### src/rtl/alu_pkg.sv
// Shared opcodes, FSM states and requester id type for the round-robin ALU arbiter.
// Optional divide-by-zero flag port is enabled with ALU_RR_ARBITER_DIVZERO_FLAG_EN.
package alu_pkg;

    localparam logic [2:0] ALU_ADD = 3'b000;
    localparam logic [2:0] ALU_SUB = 3'b001;
    localparam logic [2:0] ALU_MUL = 3'b010;
    localparam logic [2:0] ALU_DIV = 3'b011;
    localparam logic [2:0] ALU_XOR = 3'b100;
    localparam logic [2:0] ALU_MOD = 3'b101;
    localparam logic [2:0] ALU_SHL = 3'b110;
    localparam logic [2:0] ALU_SHR = 3'b111;

    typedef enum logic [1:0] {
        IDLE,
        EXEC,
        RESP
    } state_e;

    typedef logic req_id_t;

    function automatic logic is_div_zero(input logic [2:0] sel, input logic y_zero);
        return ((sel == ALU_DIV) || (sel == ALU_MOD)) && y_zero;
    endfunction

endpackage

### src/rtl/alu_core.sv
// Combinational N-bit ALU with a 2N-bit result; division and modulo by zero
// return defined values (all-ones and zero-extended x) instead of X.
module alu_core
    import alu_pkg::*;
#(
    parameter int N = 4
) (
    input  logic [N-1:0]   x,
    input  logic [N-1:0]   y,
    input  logic [2:0]     sel,
    output logic [2*N-1:0] result
);

    logic [2*N-1:0] xe;
    logic [2*N-1:0] ye;
    logic           y_zero;

    assign xe     = {{N{1'b0}}, x};
    assign ye     = {{N{1'b0}}, y};
    assign y_zero = (y == '0);

    always_comb begin
        result = '0;
        case (sel)
            ALU_ADD: result = xe + ye;
            ALU_SUB: result = xe - ye;
            ALU_MUL: result = xe * ye;
            ALU_DIV: result = y_zero ? '1 : xe / ye;
            ALU_XOR: result = xe ^ ye;
            ALU_MOD: result = y_zero ? xe : xe % ye;
            ALU_SHL: result = xe << 1;
            ALU_SHR: result = xe >> 1;
            default: result = '0;
        endcase
    end

endmodule

### src/rtl/alu_rr_arbiter.sv
// Two-requester round-robin front end for one shared ALU: IDLE grants, EXEC computes,
// RESP holds the tagged result until consumed. ALU_RR_ARBITER_DIVZERO_FLAG_EN adds rsp_err.
module alu_rr_arbiter
    import alu_pkg::*;
#(
    parameter int N = 4
) (
    input  logic           clk,
    input  logic           rst_n,
    input  logic           req0_valid,
    output logic           req0_ready,
    input  logic [N-1:0]   req0_x,
    input  logic [N-1:0]   req0_y,
    input  logic [2:0]     req0_sel,
    input  logic           req1_valid,
    output logic           req1_ready,
    input  logic [N-1:0]   req1_x,
    input  logic [N-1:0]   req1_y,
    input  logic [2:0]     req1_sel,
    output logic           rsp_valid,
    input  logic           rsp_ready,
    output logic           rsp_id,
    output logic [2*N-1:0] rsp_data
`ifdef ALU_RR_ARBITER_DIVZERO_FLAG_EN
    ,
    output logic           rsp_err
`endif
);

    state_e         state_q,    state_d;
    logic [N-1:0]   op_x_q,     op_x_d;
    logic [N-1:0]   op_y_q,     op_y_d;
    logic [2:0]     op_sel_q,   op_sel_d;
    req_id_t        op_id_q,    op_id_d;
    req_id_t        last_q,     last_d;
    logic           rsp_valid_q, rsp_valid_d;
    req_id_t        rsp_id_q,   rsp_id_d;
    logic [2*N-1:0] rsp_data_q, rsp_data_d;
`ifdef ALU_RR_ARBITER_DIVZERO_FLAG_EN
    logic           rsp_err_q,  rsp_err_d;
`endif

    logic           grant_valid;
    req_id_t        grant_id;
    logic [2*N-1:0] alu_result;

    alu_core #(.N(N)) u_alu_core (
        .x      (op_x_q),
        .y      (op_y_q),
        .sel    (op_sel_q),
        .result (alu_result)
    );

    always_comb begin
        // NOTE: every output of this block gets a default first, so no path can infer a latch.
        state_d     = state_q;
        op_x_d      = op_x_q;
        op_y_d      = op_y_q;
        op_sel_d    = op_sel_q;
        op_id_d     = op_id_q;
        last_d      = last_q;
        rsp_valid_d = rsp_valid_q;
        rsp_id_d    = rsp_id_q;
        rsp_data_d  = rsp_data_q;
`ifdef ALU_RR_ARBITER_DIVZERO_FLAG_EN
        rsp_err_d   = rsp_err_q;
`endif
        req0_ready  = 1'b0;
        req1_ready  = 1'b0;

        // On a tie the requester that did not win last time gets the ALU.
        grant_valid = req0_valid | req1_valid;
        grant_id    = (req0_valid && req1_valid) ? !last_q : !req0_valid;

        case (state_q)
            IDLE: begin
                if (grant_valid) begin
                    // NOTE: ready is masked during reset so nothing looks accepted while the flops are being cleared.
                    req0_ready = rst_n && (grant_id == 1'b0);
                    req1_ready = rst_n && (grant_id == 1'b1);
                    op_x_d     = grant_id ? req1_x   : req0_x;
                    op_y_d     = grant_id ? req1_y   : req0_y;
                    op_sel_d   = grant_id ? req1_sel : req0_sel;
                    op_id_d    = grant_id;
                    state_d    = EXEC;
                end
            end
            EXEC: begin
                rsp_data_d  = alu_result;
                rsp_id_d    = op_id_q;
                rsp_valid_d = 1'b1;
`ifdef ALU_RR_ARBITER_DIVZERO_FLAG_EN
                rsp_err_d   = is_div_zero(op_sel_q, op_y_q == '0);
`endif
                state_d     = RESP;
            end
            RESP: begin
                if (rsp_ready) begin
                    rsp_valid_d = 1'b0;
                    last_d      = rsp_id_q;
`ifdef ALU_RR_ARBITER_DIVZERO_FLAG_EN
                    rsp_err_d   = 1'b0;
`endif
                    state_d     = IDLE;
                end
            end
            default: state_d = IDLE;
        endcase
    end

    // NOTE: state updates use non-blocking assignments so all flops sample the same pre-edge values.
    always_ff @(posedge clk) begin
        if (!rst_n) begin
            state_q     <= IDLE;
            op_x_q      <= '0;
            op_y_q      <= '0;
            op_sel_q    <= '0;
            op_id_q     <= 1'b0;
            last_q      <= 1'b1;
            rsp_valid_q <= 1'b0;
            rsp_id_q    <= 1'b0;
            rsp_data_q  <= '0;
`ifdef ALU_RR_ARBITER_DIVZERO_FLAG_EN
            rsp_err_q   <= 1'b0;
`endif
        end else begin
            state_q     <= state_d;
            op_x_q      <= op_x_d;
            op_y_q      <= op_y_d;
            op_sel_q    <= op_sel_d;
            op_id_q     <= op_id_d;
            last_q      <= last_d;
            rsp_valid_q <= rsp_valid_d;
            rsp_id_q    <= rsp_id_d;
            rsp_data_q  <= rsp_data_d;
`ifdef ALU_RR_ARBITER_DIVZERO_FLAG_EN
            rsp_err_q   <= rsp_err_d;
`endif
        end
    end

    assign rsp_valid = rsp_valid_q;
    assign rsp_id    = rsp_id_q;
    assign rsp_data  = rsp_data_q;
`ifdef ALU_RR_ARBITER_DIVZERO_FLAG_EN
    assign rsp_err   = rsp_err_q;
`endif

endmodule

### config.mk
export PLATFORM = sky130hd
export DESIGN_NAME = alu_rr_arbiter
export DESIGN_NICKNAME = d
export VERILOG_FILES = /design/src/rtl/alu_pkg.sv /design/src/rtl/alu_core.sv /design/src/rtl/alu_rr_arbiter.sv
export SDC_FILE = /design/constraint.sdc
export NUM_CORES = 1
export LEC_CHECK = 0
export CAP_MARGIN = 5
export CORE_ASPECT_RATIO = 1.1
export CORE_MARGIN = 2
export CORE_UTILIZATION = 50
export DETAILED_ROUTE_END_ITERATION = 10
export DONT_BUFFER_PORTS = 1
export PLACE_DENSITY = 0.62
export SLEW_MARGIN = 5
export SYNTH_ARGS = -nofsm -noshare
export SYNTH_HDL_FRONTEND = slang
export SYNTH_SLANG_ARGS = --single-unit
### constraint.sdc
create_clock -name clk -period 12.5 [get_ports clk]
set_input_delay 1.25 -clock clk [delete_from_list [all_inputs] [get_ports clk]]
set_output_delay 1.25 -clock clk [all_outputs]
set_load 0.02 [all_outputs]
==> impl_metrics.csv, run 1 <==
group,metric,value,unit
cts,hold_buffers,0,
cts,clock_latency,0.28,ns
timing,final_hold_viol_count,0,
synth,synth-async-reset-ratio,0,%
detailed_routing,drc,0,
final_layout,areaGrowthSynthToFinish,2.969,%
synth,synth_flop_cell,"dfxtp_1",
global_route,grt_first_pass_wirelength,19110,µm
timing,clock-skew-final,0.006070,ns
floorplan,die_w,89.32,µm
critical_path,worst-path-max-fanout,9,
detailed_routing,firstDrtPassIters,5,
synth,ys_ff_latch,25,
worst_hold_path,hold_path_class,"reg -> reg",
critical_path,crit_arrival,11.07,ns
worst_hold_path,hold_depth,2,
synth,synthTopCellsByCount,"52 x nor2_1, 51 x nand2_1, 48 x ha_1, 35 x a21oi_1, 32 x o21ai_0",
cts,post-cts-setup-buffers,0,
global_route,grt_max_degree,30,
timing,tightest_slew,1.022,ns
cts,cts.path.max_buffers,2,
timing,slew_violations,0,
detailed_routing,viasPerCell,6.287,
detailed_routing,ant_nets,0,
cts,clockRootBuffer,"clkbuf_8",
synth,synth.top_cell.area_share,15.00,%
floorplan,dieArea,8740,µm²
synth,synth_area_leaders,"ha_1 15%, dfxtp_1 13%, mux2i_1 5.3%",
critical_path,critical_path_class,"reg -> reg",
timing,setup_viol,0,
synth,synth_cells,532,
placement,gp_congestion,0.9403,
status,outcome,"finished clean",
detailed_routing,drt_iter0_markers,182,
synth,syn_area,4004,µm²
cts,numCtsBuffers,3,
floorplan,coreArea,7828,µm²
floorplan,pin_count,39,
final_layout,fillers,834,
global_route,antenna_found_initial,0,
synth,yosysSeqAreaShare,12.50,%
critical_path,crit_required,12.73,ns
timing,fin_crit_sh,86.73,%
detailed_routing,wl_per_cell,18.08,µm
timing,period_minus_slack,10.84,ns
detailed_routing,via_count,3948,
final_layout,drive_gt1_share,5.577,%
synth,synth.most_common_cell,"nor2_1",
critical_path,slowest_stage,"dfxtp_1",
cts,cts_tree,"done",
synth,synth_cell_types,71,
final_layout,nNetsFinal,603,
timing,max_freq,92.24,MHz
critical_path,r2r.worst_path.cells,38,
detailed_routing,wirelength,11360,µm
synth,synth_area_leader_cell,"ha_1",
floorplan,die_h,97.86,µm
critical_path,end_kind,"flop",
cts,path_clk_slew,0.09,ns
floorplan,start_util,51.15,%
critical_path,slowest_delay,0.62,ns
critical_path,cpMostUsedCell,"ha_1",
timing,finalSetupTns,0,ns
synth,synth.avg_cell_area,7.526,µm²
cts,cts.sink_count,25,
global_route,overflow,0,
global_route,grt_usage,27.27,%
placement,port_buffers,0,
timing,relSlewSlack,30.11,%
cts,ctsResizeCount,0,
floorplan,rows,34,
cts,ctsHtreeMaxLevel,1,
synth,synth_edf_count,0,
timing,rsz0062_at_grt,"false",
placement,hpwl,9003,µm
final_layout,antenna_cells,0,
synth,yosysWarnings,0,
run,drv_cap,0,
global_route,grt_pass1_vias,3880,
critical_path,critPathLaunchType,"flop",
-- logic make-up after synthesis --
group | synth area share, %
AO/OA/AOI/OAI | 29.88
XOR/XNOR | 3.719
adder cells (fa/ha/maj) | 18.50
buffers and inverters | 5.219
flip-flops | 12.50
multiplexers | 6.750
other | 0.09366
AND/OR/NAND/NOR | 23.34
-- flip-flops by register name, summed over array words and instances (netlist names), 2 cells and up --
name and count:
op_sel_q 3, op_x_q 4, op_y_q 4, rsp_data 8, state_q 2
-- critical path, delay by kind of cell (launching register included) --
kind            cells  cell delay, ns
flops               1            0.62
compound gates     17            4.28
fa+ha+maj           6            2.17
simple gates       10            2.67
mux                 3            0.67
buf+inv             2            0.37
-- per-stage QoR --
step           hold WS (ns)  setup WS (ns)  util (%)  area [µm²]  instances
3_5_place_dp         0.4708          1.838     52.05        4074        624
2_1_floorplan        0.4403          3.281         -        4015        535
6_report             0.4831          1.659     52.67        4123        628
5_1_grt              0.5348         0.9499     52.67        4123        628
3_3_place_gp         0.4656          2.017     52.05        4074        624
4_1_cts              0.4928          1.748     52.67        4123        628
-- layout make-up --
| type | count | area (µm²) | area share (%) |
|---|---|---|---|
| timing repair buffer | 2 | 15.01 | 0.3642 |
| clock inverter | 1 | 7.507 | 0.1821 |
| sequential | 25 | 500.5 | 12.14 |
| multi-input combinational | 459 | 3311 | 80.30 |
| inverter | 30 | 112.6 | 2.731 |
| tap | 108 | 135.1 | 3.278 |
| clock buffer | 3 | 41.29 | 1.002 |
-- path summary, 6_finish.rpt --
path	slack, ns	end	startpoint
max	1.66	rsp_data[6]$_SDFFE_PN0P_	op_y_q[0]$_SDFFE_PN0P_
min	0.48	rsp_id$_SDFFE_PN0P_	op_id_q$_SDFFE_PN0P_
max reg2reg	1.66	rsp_data[6]$_SDFFE_PN0P_	op_y_q[0]$_SDFFE_PN0P_
min reg2reg	0.48	rsp_id$_SDFFE_PN0P_	op_id_q$_SDFFE_PN0P_
-- layout by cell type, fill, tap and decap left out, types with 3 or more instances in the layout --
cell	instances
nor2b_1	10
a21oi_1	35
dfxtp_1	25
inv_1	30
nand2b_1	6
o21ai_0	32
o31ai_1	4
nand3_1	8
nand4_1	3
fa_1	7
xor2_1	9
and3_1	3
a31o_2	3
mux2i_1	21
o211ai_1	10
nand2_1	51
or3_1	5
xnor2_1	8
o221ai_1	3
o21a_1	10
a211oi_1	6
o211a_1	13
nor4_1	8
o22ai_1	4
a21o_1	12
mux2_2	4
nor3_1	18
nor2_1	52
conb_1	4
a31oi_1	6
and2_1	4
ha_1	48
a2111oi_0	3
clkbuf_8	3
or2_2	3
-- routing by layer --
layer	global-route usage [%]	vias up	share of wire [%]
li1	-	1945	-
met5	0	-	0
met2	46.44	120	49
met3	3.381	25	4.6
met1	35.22	1858	43
met4	8.726	0	3.2
Power of run 1 is left out: the tool's default activity adds up to more than one toggle a clock period on the data nets, which glitch-free logic cannot reach.
==> inputs of run 2 (changes only) <==
Settings changed: CTS_BUF_LIST set to sky130_fd_sc_hd__clkbuf_16.
==> run 2 against run 1 <==
Effect of this change: critical path depth is the same; register-to-register slack lost 0.02 ns; clock skew shrank 0.0019 ns; fmax shrank 0.20%; wire length is essentially flat; sequential share of layout area shrank 0.099 points; count of clock-buffer cells in the layout is the same; critical endpoint unchanged.
==> impl_metrics.csv, run 2 (synthesized netlist as in run 1, its figures left out) <==
group,metric,value,unit
final_layout,largest_reg_flops,8,
final_layout,final_cell_mix,"52 x nor2_1, 51 x nand2_1, 48 x ha_1",
cts,numCtsBuffers,3,
final_layout,drive_gt1_share,5.577,%
floorplan,die_w,89.32,µm
cts,clock_latency,0.26,ns
global_route,overflow,0,
timing,setup_viol,0,
cts,cts_tree,"done",
critical_path,rr_startpoint,"op_y_q[0]$_SDFFE_PN0P_",
critical_path,cpMostUsedCell,"ha_1",
final_layout,fillers,832,
detailed_routing,viasPerCell,6.288,
floorplan,coreArea,7828,µm²
global_route,antenna_found_initial,0,
floorplan,dieArea,8740,µm²
cts,cts.path.max_buffers,2,
detailed_routing,drt_iter0_markers,144,
global_route,grt_usage,27.24,%
timing,finalSetupTns,0,ns
placement,hpwl,9003,µm
critical_path,crit_required,12.71,ns
critical_path,critical_path_class,"reg -> reg",
timing,max_freq,92.06,MHz
placement,gp_congestion,0.9403,
cts,path_clk_slew,0.07,ns
timing,slew_violations,0,
detailed_routing,ant_nets,0,
cts,post-cts-setup-buffers,0,
global_route,grt_pass1_vias,3869,
floorplan,rows,34,
cts,ctsResizeCount,0,
cts,cts.sink_count,25,
detailed_routing,drc,0,
status,outcome,"finished clean",
critical_path,critPathLaunchType,"flop",
floorplan,start_util,51.15,%
floorplan,die_h,97.86,µm
final_layout,antenna_cells,0,
detailed_routing,via_count,3949,
placement,place_inst,624,
timing,final_hold_viol_count,0,
timing,whs,0.4789,ns
global_route,grt_max_degree,30,
timing,period_minus_slack,10.86,ns
detailed_routing,firstDrtPassIters,5,
critical_path,r2r.worst_path.cells,38,
run,drv_cap,0,
critical_path,crit_arrival,11.07,ns
critical_path,slowest_delay,0.62,ns
final_layout,post-route-util,53.10,%
worst_hold_path,hold_path_class,"reg -> reg",
detailed_routing,wl_per_cell,18.08,µm
cts,ctsHtreeMaxLevel,1,
critical_path,end_kind,"flop",
detailed_routing,wirelength,11360,µm
critical_path,slowest_stage,"dfxtp_1",
worst_hold_path,min_to,"rsp_id$_SDFFE_PN0P_",
placement,port_buffers,0,
timing,tightest_slew,1.020,ns
final_layout,nNetsFinal,603,
timing,fin_crit_sh,86.90,%
final_layout,areaGrowthSynthToFinish,3.813,%
timing,relSlewSlack,30.24,%
global_route,grt_first_pass_wirelength,19110,µm
critical_path,worst-path-max-fanout,9,
cts,clockRootBuffer,"clkbuf_16",
critical_path,timing.rr.end,"rsp_data[6]$_SDFFE_PN0P_",
final_layout,instances_no_fill,628,
timing,rsz0062_at_grt,"false",
final_layout,layout_commonest_cell,"nor2_1",
worst_hold_path,hp-start,"op_id_q$_SDFFE_PN0P_",
cts,hold_buffers,0,
floorplan,pin_count,39,
timing,clock-skew-final,0.004188,ns
worst_hold_path,hold_depth,2,
critical_path,r2r_slack,1.64,ns
## run 2: cell counts in the layout (fill, tap and decap cells not counted)
Identical to the previous run, type by type.
## run 2: how the worst max path moves through the flow
stage,start,endpoint
after floorplan,op_y_q[0]$_SDFFE_PN0P_,rsp_data[6]$_SDFFE_PN0P_
after global placement,op_y_q[0]$_SDFFE_PN0P_,rsp_data[6]$_SDFFE_PN0P_
after detailed placement,op_y_q[0]$_SDFFE_PN0P_,rsp_data[6]$_SDFFE_PN0P_
after CTS,op_y_q[0]$_SDFFE_PN0P_,rsp_data[6]$_SDFFE_PN0P_
after global routing,op_y_q[0]$_SDFFE_PN0P_,rsp_data[3]$_SDFFE_PN0P_
final,op_y_q[0]$_SDFFE_PN0P_,rsp_data[6]$_SDFFE_PN0P_
## run 2: area by class of cell
class	instances	area, µm²	area share, %
inverters	30	112.6	2.709
flip-flops and latches	25	500.5	12.04
repair buffers	2	15.01	0.3612
clock buffers	3	75.07	1.806
multi-input cells	459	3311	79.65
clock inverters	1	7.507	0.1806
well taps	108	135.1	3.251
## run 2: worst max-delay path: cells and delay by family, from the launching register on
family                     cells  cell delay (ns)
AOI/OAI and AO/OA             17             4.31
muxes                          3             0.67
DFF                            1             0.62
and+or+nand+nor               10             2.68
adders and majority gates      6             2.17
buffers and inverters          2             0.38
## run 2: layer usage
| layer | up-vias | routed length [µm] | GRT usage [%] |
|---|---|---|---|
| li1 | 1944 | - | - |
| met1 | 1854 | 4883 | 35.12 |
| met2 | 127 | 5557 | 46.15 |
| met3 | 24 | 555 | 3.973 |
| met4 | 0 | 359 | 8.496 |
| met5 | - | 0 | 0 |
## run 2: metrics by stage
step           cell area, µm²  setup slack, ns
6_report                 4156            1.637
5_1_grt                  4156           0.9533
4_1_cts                  4156            1.750
3_5_place_dp             4074            1.838
3_3_place_gp             4074            2.017
2_1_floorplan            4015            3.281
Power of run 2 is left out for the same reason.
